<file path="src/rtl/pkt_gen_pkg.sv">
// Shared types and constants for the packet generator.
//   mode_e       : data source selection for a run
//   state_e      : generator FSM states
//   PRBS_POLY    : tap mask for x^8 + x^6 + x^5 + x^4 + 1 (bits 7,5,4,3)
//   PRBS_SEED    : LFSR value at reset and at the start of every run
//   prbs8_next() : one Fibonacci shift of the LFSR
package pkt_gen_pkg;

  typedef enum logic [1:0] {
    MODE_MEM  = 2'd0,
    MODE_INC  = 2'd1,
    MODE_PRBS = 2'd2,
    MODE_RSVD = 2'd3
  } mode_e;

  typedef enum logic [1:0] {
    S_IDLE = 2'd0,
    S_SEND = 2'd1,
    S_IPG  = 2'd2,
    S_DONE = 2'd3
  } state_e;

  localparam logic [7:0] PRBS_POLY = 8'hB8;
  localparam logic [7:0] PRBS_SEED = 8'hFF;

  // Shift left; the new bit 0 is the XOR of the tapped bits.
  function automatic logic [7:0] prbs8_next(input logic [7:0] s);
    return {s[6:0], ^(s & PRBS_POLY)};
  endfunction

endpackage

</file>
<file path="src/rtl/pkt_gen_prbs8.sv">
// PRBS8 generator used as the mode-2 data source.
//   clk_a : clock, rising edge
//   rst_n : synchronous active-low reset, loads PRBS_SEED
//   load  : reload PRBS_SEED (start of a run); wins over adv
//   adv   : advance one step (one accepted word)
//   lfsr  : current LFSR state
module pkt_gen_prbs8
  import pkt_gen_pkg::*;
(
  input  logic       clk_a,
  input  logic       rst_n,
  input  logic       load,
  input  logic       adv,
  output logic [7:0] lfsr
);

  // NOTE: clocked state is always written with <= so every register samples
  // the pre-edge values of its neighbours, independent of block ordering.
  always_ff @(posedge clk_a) begin
    if (!rst_n) begin
      lfsr <= PRBS_SEED;
    end else if (load) begin
      lfsr <= PRBS_SEED;
    end else if (adv) begin
      lfsr <= prbs8_next(lfsr);
    end
  end

endmodule

</file>
<file path="src/rtl/pkt_gen.sv">
// Packet generator: emits num_pkts frames of frame_len words with ipg idle
// cycles between them over a valid/ready handshake.
//   clk_a, rst_n                : clock, synchronous active-low reset
//   start, stop                 : begin a run / request a graceful end
//   mode, frame_len, num_pkts, ipg : run configuration, latched on start
//   wr_en, wr_addr, wr_data     : pattern memory write port (idle only)
//   err_inject                  : arm a one-shot bit-0 flip on the next word
//   ready_a                     : downstream accept
//   data_valid_a, data_a, sof, eof : output word and framing flags
//   busy, done, pkt_count       : run status
module pkt_gen
  import pkt_gen_pkg::*;
#(
  parameter int WIDTH     = 8,
  parameter int MAX_BYTES = 64,
  parameter int CNT_W     = 16
) (
  input  logic                           clk_a,
  input  logic                           rst_n,
  input  logic                           start,
  input  logic                           stop,
  input  logic [1:0]                     mode,
  input  logic [$clog2(MAX_BYTES+1)-1:0] frame_len,
  input  logic [CNT_W-1:0]               num_pkts,
  input  logic [CNT_W-1:0]               ipg,
  input  logic                           wr_en,
  input  logic [$clog2(MAX_BYTES)-1:0]   wr_addr,
  input  logic [WIDTH-1:0]               wr_data,
  input  logic                           err_inject,
  input  logic                           ready_a,
  output logic                           data_valid_a,
  output logic [WIDTH-1:0]               data_a,
  output logic                           sof,
  output logic                           eof,
  output logic                           busy,
  output logic                           done,
  output logic [CNT_W-1:0]               pkt_count
);

  localparam int LEN_W = $clog2(MAX_BYTES + 1);
  localparam int AW    = $clog2(MAX_BYTES);

  state_e            state_q, state_d;
  mode_e             mode_q;
  logic [LEN_W-1:0]  len_q, idx_q, len_clamped;
  logic [CNT_W-1:0]  num_q, ipg_q, ipg_cnt;
  logic              stop_pend, err_armed, err_req;
  logic              send_st, accept, stall, last_word, last_pkt;
  logic [7:0]        lfsr;
  logic [WIDTH-1:0]  word;
  logic [WIDTH-1:0]  mem [MAX_BYTES];

  assign len_clamped = (frame_len > LEN_W'(MAX_BYTES)) ? LEN_W'(MAX_BYTES) : frame_len;
  assign send_st     = (state_q == S_SEND);
  assign accept      = send_st && ready_a;
  assign stall       = send_st && !ready_a;
  assign last_word   = (idx_q == len_q - LEN_W'(1));
  assign last_pkt    = ({1'b0, pkt_count} + (CNT_W+1)'(1)) == {1'b0, num_q};

  pkt_gen_prbs8 u_prbs (
    .clk_a (clk_a),
    .rst_n (rst_n),
    .load  (state_q == S_IDLE && start),
    .adv   (accept),
    .lfsr  (lfsr)
  );

  always_ff @(posedge clk_a) begin
    if (!rst_n) state_q <= S_IDLE;
    else        state_q <= state_d;
  end

  // NOTE: every output of this block gets a default before the case, so no
  // path leaves a signal unassigned and no latch is inferred.
  always_comb begin
    state_d = state_q;
    unique case (state_q)
      S_IDLE: if (start) state_d = (len_clamped == '0 || num_pkts == '0) ? S_DONE : S_SEND;
      S_SEND: if (ready_a && last_word) begin
        // A stop arriving on the eof beat still ends the run after this packet.
        if (last_pkt || stop_pend || stop) state_d = S_DONE;
        else if (ipg_q == '0)              state_d = S_SEND;
        else                               state_d = S_IPG;
      end
      S_IPG:  if (stop) state_d = S_DONE;
              else if (ipg_cnt == '0) state_d = S_SEND;
      S_DONE: state_d = S_IDLE;
      default: state_d = S_IDLE;
    endcase
  end

  always_comb begin
    unique case (mode_q)
      MODE_INC:  word = WIDTH'(idx_q);
      MODE_PRBS: word = WIDTH'(lfsr);
      default:   word = mem[idx_q[AW-1:0]];
    endcase
  end

  always_comb begin
    data_valid_a = send_st;
    sof          = send_st && (idx_q == '0);
    eof          = send_st && last_word;
    data_a       = send_st ? (word ^ WIDTH'(err_armed)) : '0;
    busy         = (state_q != S_IDLE);
    done         = (state_q == S_DONE);
  end

  always_ff @(posedge clk_a) begin
    if (!rst_n) begin
      mode_q    <= MODE_MEM;
      len_q     <= '0;
      num_q     <= '0;
      ipg_q     <= '0;
      ipg_cnt   <= '0;
      idx_q     <= '0;
      pkt_count <= '0;
      stop_pend <= 1'b0;
      err_armed <= 1'b0;
      err_req   <= 1'b0;
    end else begin
      if (state_q == S_IDLE && start) begin
        mode_q    <= mode_e'(mode);
        len_q     <= len_clamped;
        num_q     <= num_pkts;
        ipg_q     <= ipg;
        idx_q     <= '0;
        pkt_count <= '0;
        stop_pend <= 1'b0;
      end
      if (send_st && stop)     stop_pend <= 1'b1;
      if (state_q == S_DONE)   stop_pend <= 1'b0;

      if (accept) begin
        idx_q <= last_word ? '0 : idx_q + LEN_W'(1);
        if (last_word && pkt_count != '1) pkt_count <= pkt_count + CNT_W'(1);
      end

      // Loaded with ipg-1 so the IPG state lasts exactly ipg cycles.
      if (send_st && state_d == S_IPG) ipg_cnt <= ipg_q - CNT_W'(1);
      else if (state_q == S_IPG)       ipg_cnt <= ipg_cnt - CNT_W'(1);

      // A pulse landing while a word is stalled is parked in err_req so the
      // presented word never changes before it is accepted.
      if (accept && err_armed) begin
        err_armed <= 1'b0;
      end else if ((err_inject || err_req) && !err_armed && !stall) begin
        err_armed <= 1'b1;
        err_req   <= 1'b0;
      end else if (err_inject && !err_armed && stall) begin
        err_req   <= 1'b1;
      end
    end
  end

  // NOTE: the pattern memory has no reset; its contents survive rst_n and
  // a reset-free array maps onto RAM resources.
  always_ff @(posedge clk_a) begin
    if (wr_en && state_q == S_IDLE) mem[wr_addr] <= wr_data;
  end

endmodule

</file>
<file path="config.mk">
export PLATFORM = sky130hd
export DESIGN_NAME = pkt_gen
export DESIGN_NICKNAME = d
export VERILOG_FILES = /design/src/rtl/pkt_gen_pkg.sv /design/src/rtl/pkt_gen_prbs8.sv /design/src/rtl/pkt_gen.sv
export SDC_FILE = /design/constraint.sdc
export NUM_CORES = 1
export LEC_CHECK = 0
export CORE_MARGIN = 1.5
export CORE_UTILIZATION = 40
export CTS_CLUSTER_SIZE = 28
export DETAILED_ROUTE_END_ITERATION = 12
export HOLD_SLACK_MARGIN = 0.05
export PLACE_DENSITY = 0.53
export SYNTH_ARGS = -nofsm -noshare
export SYNTH_HDL_FRONTEND = slang
export SYNTH_HIERARCHICAL = 1
export SYNTH_SLANG_ARGS = --single-unit
</file>
<file path="constraint.sdc">
create_clock -name clk_a -period 4.3 [get_ports clk_a]
set_input_delay 0.43 -clock clk_a [delete_from_list [all_inputs] [get_ports clk_a]]
set_output_delay 0.43 -clock clk_a [all_outputs]
set_load 0.05 [all_outputs]
</file>
==> qor.yml <==
crit_cells: 8
finClkSkew_ps: 15.9
place_congestion: 0.894
yosysWarnings: 6
wl_per_cell_um: 24.8
synth.largest_area_cell: "edfxtp_1"
dr.pass1.iters: 6
worst_slew_pin_slew_ps: 920
synth_area_um2: 25500
slowest_delay_ps: 570
rsz0062_at_grt: "false"
fin_tns_setup_ps: 0
clkPwrFrac_pct: 40.9
cts.clk_slew.worst_paths_ps: 70
layoutNonFillerInstCount: 2624
seq_power_share_pct: 50.6
ff2ff_setup_slack_ps: 350
power.switching_mw: 3.08
synth_edf_count: 512
drc: 0
power_density_nw_per_um2: 434
syn_inst: 1554
grt_usage_pct: 20.1
maxSlewViolCount: 0
worst_r2r_path_depth: 16
syn_to_final_growth_pct: 17.3
coreArea_um2: 63000
finalNetCount: 1799
worstHoldStart: "wr_data[6]"
cts_tree: "built"
status: "finished, final reports clean"
initial_utilization_pct: 40.5
grt_pass1_vias: 14600
ys_async_sr_fraction_pct: 0
postRouteAntennaNets: 0
grt_pass1_wl_um: 97100
drt_wl_total_um: 65200
crit_chain: "buf_4 > buf_4 > mux4_2 > mux4_2 > mux4_2 > nor2b_1 > nor3_1 > buf_4"
fmax_mhz: 243
crit_path_start_kind: "flop"
pre_cts_slack_ps: 79.9
seq_area_frac_synth_pct: 68.1
p_int_mw: 9.87
hold_viol_final: 0
leakage_nw: 9.40
combPwrFrac_pct: 8.5
die_w_um: 255
cp_top_family: "multiplexers"
cp-end-kind: "output port"
fp.dieH_um: 255
num_antenna_cells: 0
cts_buffers: 67
cp_slowest_cell: "mux4_2"
cts-root-buf: "clkbuf_16"
ioPinCount: 91
dr.first_iter.drc_count: 1321
worst_slack_ps: 191
syn_area_per_cell_um2: 16.4
period_share_pct: 95.6
layout_common_cells: "512 x edfxtp_1, 167 x mux4_2, 125 x nand2_1"
htree_num_levels: 3
synth_top_area_share_pct: 60.4
dr_total_vias: 14500
place_area_um2: 27800
worstHoldPathCells: 1
relSlewSlack_pct: 38.6
fillCellCount: 5502
final_area_um2: 29900
std_cell_rows: 92
crit_arrival_ps: 3680
switching_share_pct: 23.8
antenna_found_initial: 1
cts_max_path_buffers: 3
avgViaCountPerCell: 5.54
whs_endpoint: "mem[54][6]$_DFFE_PP_"
hold_class: "in -> reg"
overflow: 0
r2r-end: "ipg_cnt[14]$_SDFFE_PN0P_"
synth_cell_type_count: 67
synth_area_leaders: "edfxtp_1 60%, mux4_2 15%, dfxtp_1 7.8%, nand2_1 1.9%, nor2_1 1.5%"
syn-num-nets: 1623
cts_num_sinks: 611
cp_num_buf_inv: 3
die_area_um2: 65200
drive_above_1_share_pct: 22.6
numPortBuffers: 90
ys_ff_latch: 611
critPathMaxFanout: 9
setup_viol: 0
layout_commonest_cell: "edfxtp_1"
fin_total_pwr_mw: 12.9
ir_worst_vdd_v: 0.000336
required_ps: 3870
grt_max_degree: 65
place_hpwl_um: 41800
dp_cells: 2502
fin_crit_ps: 4110
r2r_start: "pkt_count[0]$_SDFF_PN0_"
clock_latency_ps: 610
cap_violations: 0
path_class: "reg -> out"
synth_ff_type: "edfxtp_1"
[stage by stage]
| stage | utilization, % | hold slack [ps] |
|---|---|---|
| detailed placement | 44.2 | 466 |
| global route | 47.4 | 250 |
| CTS | 47.4 | 239 |
| floorplan | - | 445 |
| finish | 47.4 | 277 |
| global placement | 44.2 | 461 |
[how the worst max path moves through the flow]
stage	endpoint	startpoint	slack, ps
2_1_floorplan	ipg_cnt[14]$_SDFFE_PN0P_	pkt_count[3]$_SDFF_PN0_	290
4_1_cts	ipg_cnt[14]$_SDFFE_PN0P_	pkt_count[3]$_SDFF_PN0_	20
3_5_place_dp	ipg_cnt[14]$_SDFFE_PN0P_	pkt_count[3]$_SDFF_PN0_	80
5_1_grt	ipg_cnt[14]$_SDFFE_PN0P_	pkt_count[5]$_SDFF_PN0_	30
6_report	data_a[5]	flop	190
3_3_place_gp	ipg_cnt[10]$_SDFFE_PN0P_	pkt_count[3]$_SDFF_PN0_	250
[layout make-up]
class                   count  area (µm²)  area share (%)
multi-input cells         828        7640            25.6
clock inverters            34         189           0.632
clock buffers              83        1780            5.96
repair buffers            200        1750            5.87
flip-flops and latches    611       17400            58.1
well taps                 846        1060            3.54
inverters                  22        82.6           0.276
[sequential cells by signal, summed over array words and instances (netlist names), named ones only]
| name | count |
|---|---|
| num_q | 16 |
| err_armed | 1 |
| ipg_cnt | 16 |
| err_req | 1 |
| stop_pend | 1 |
| mode_q | 2 |
| state_q | 2 |
| mem | 512 |
| ipg_q | 16 |
| idx_q | 7 |
| u_prbs/lfsr | 8 |
| len_q | 7 |
| pkt_count | 16 |
[synth_stat cells, types with 6 or more instances]
library cell and instances:
edfxtp_1 512, mux4_2 167, nand2_1 126, nor2_1 101
dfxtp_1 99, a21oi_1 65, clkbuf_1 55, xnor2_1 36
nor3_1 35, nand3_1 34, buf_2 24, nor4_1 22
inv_1 20, o21ai_0 18, nor2b_1 16, xor2_1 15
a31oi_1 14, and3_1 12, nand3b_1 12, or3_1 12
a211oi_1 11, mux2i_1 11, nand4_1 11, buf_1 9
a221oi_1 8, ha_1 7, nand2b_1 7, o211a_1 6
o211ai_1 6
[logic make-up after synthesis]
group	count (synthesis)	synth area share, %
flops	611	68.1
simple gates	420	8.02
mux	181	15.3
compound gates	168	4.37
buf+inv	115	1.95
xor+xnor	52	1.85
fa+ha+maj	7	0.344
[what timing repair did]
item                       4_1_cts  5_1_grt
setup buffers                    3        2
hold buffers                     0        0
setup endpoints to repair        1        6
pin swaps                        0        2
resized for setup                0        3
[power groups by stage]
stage	registers, mW	logic [mW]	clock network (mW)
5_1_grt	6.56	1.20	5.61
4_1_cts	6.56	1.12	5.40
3_3_place_gp	6.68	1.09	0
2_1_floorplan	6.65	0.680	0
3_5_place_dp	6.68	1.10	0
6_report	6.56	1.10	5.29
[routing by layer]
layer	global-route usage, %	wire [µm]	share of wire [%]	vias up
met5	0	12	0.018	-
met4	5.31	1440	2.2	2
met3	4.23	3430	5.3	85
met2	32.8	31600	49	408
met1	27.5	28700	44	7512
li1	-	-	-	6519
Note: power is estimated with default switching activity, not from simulation.
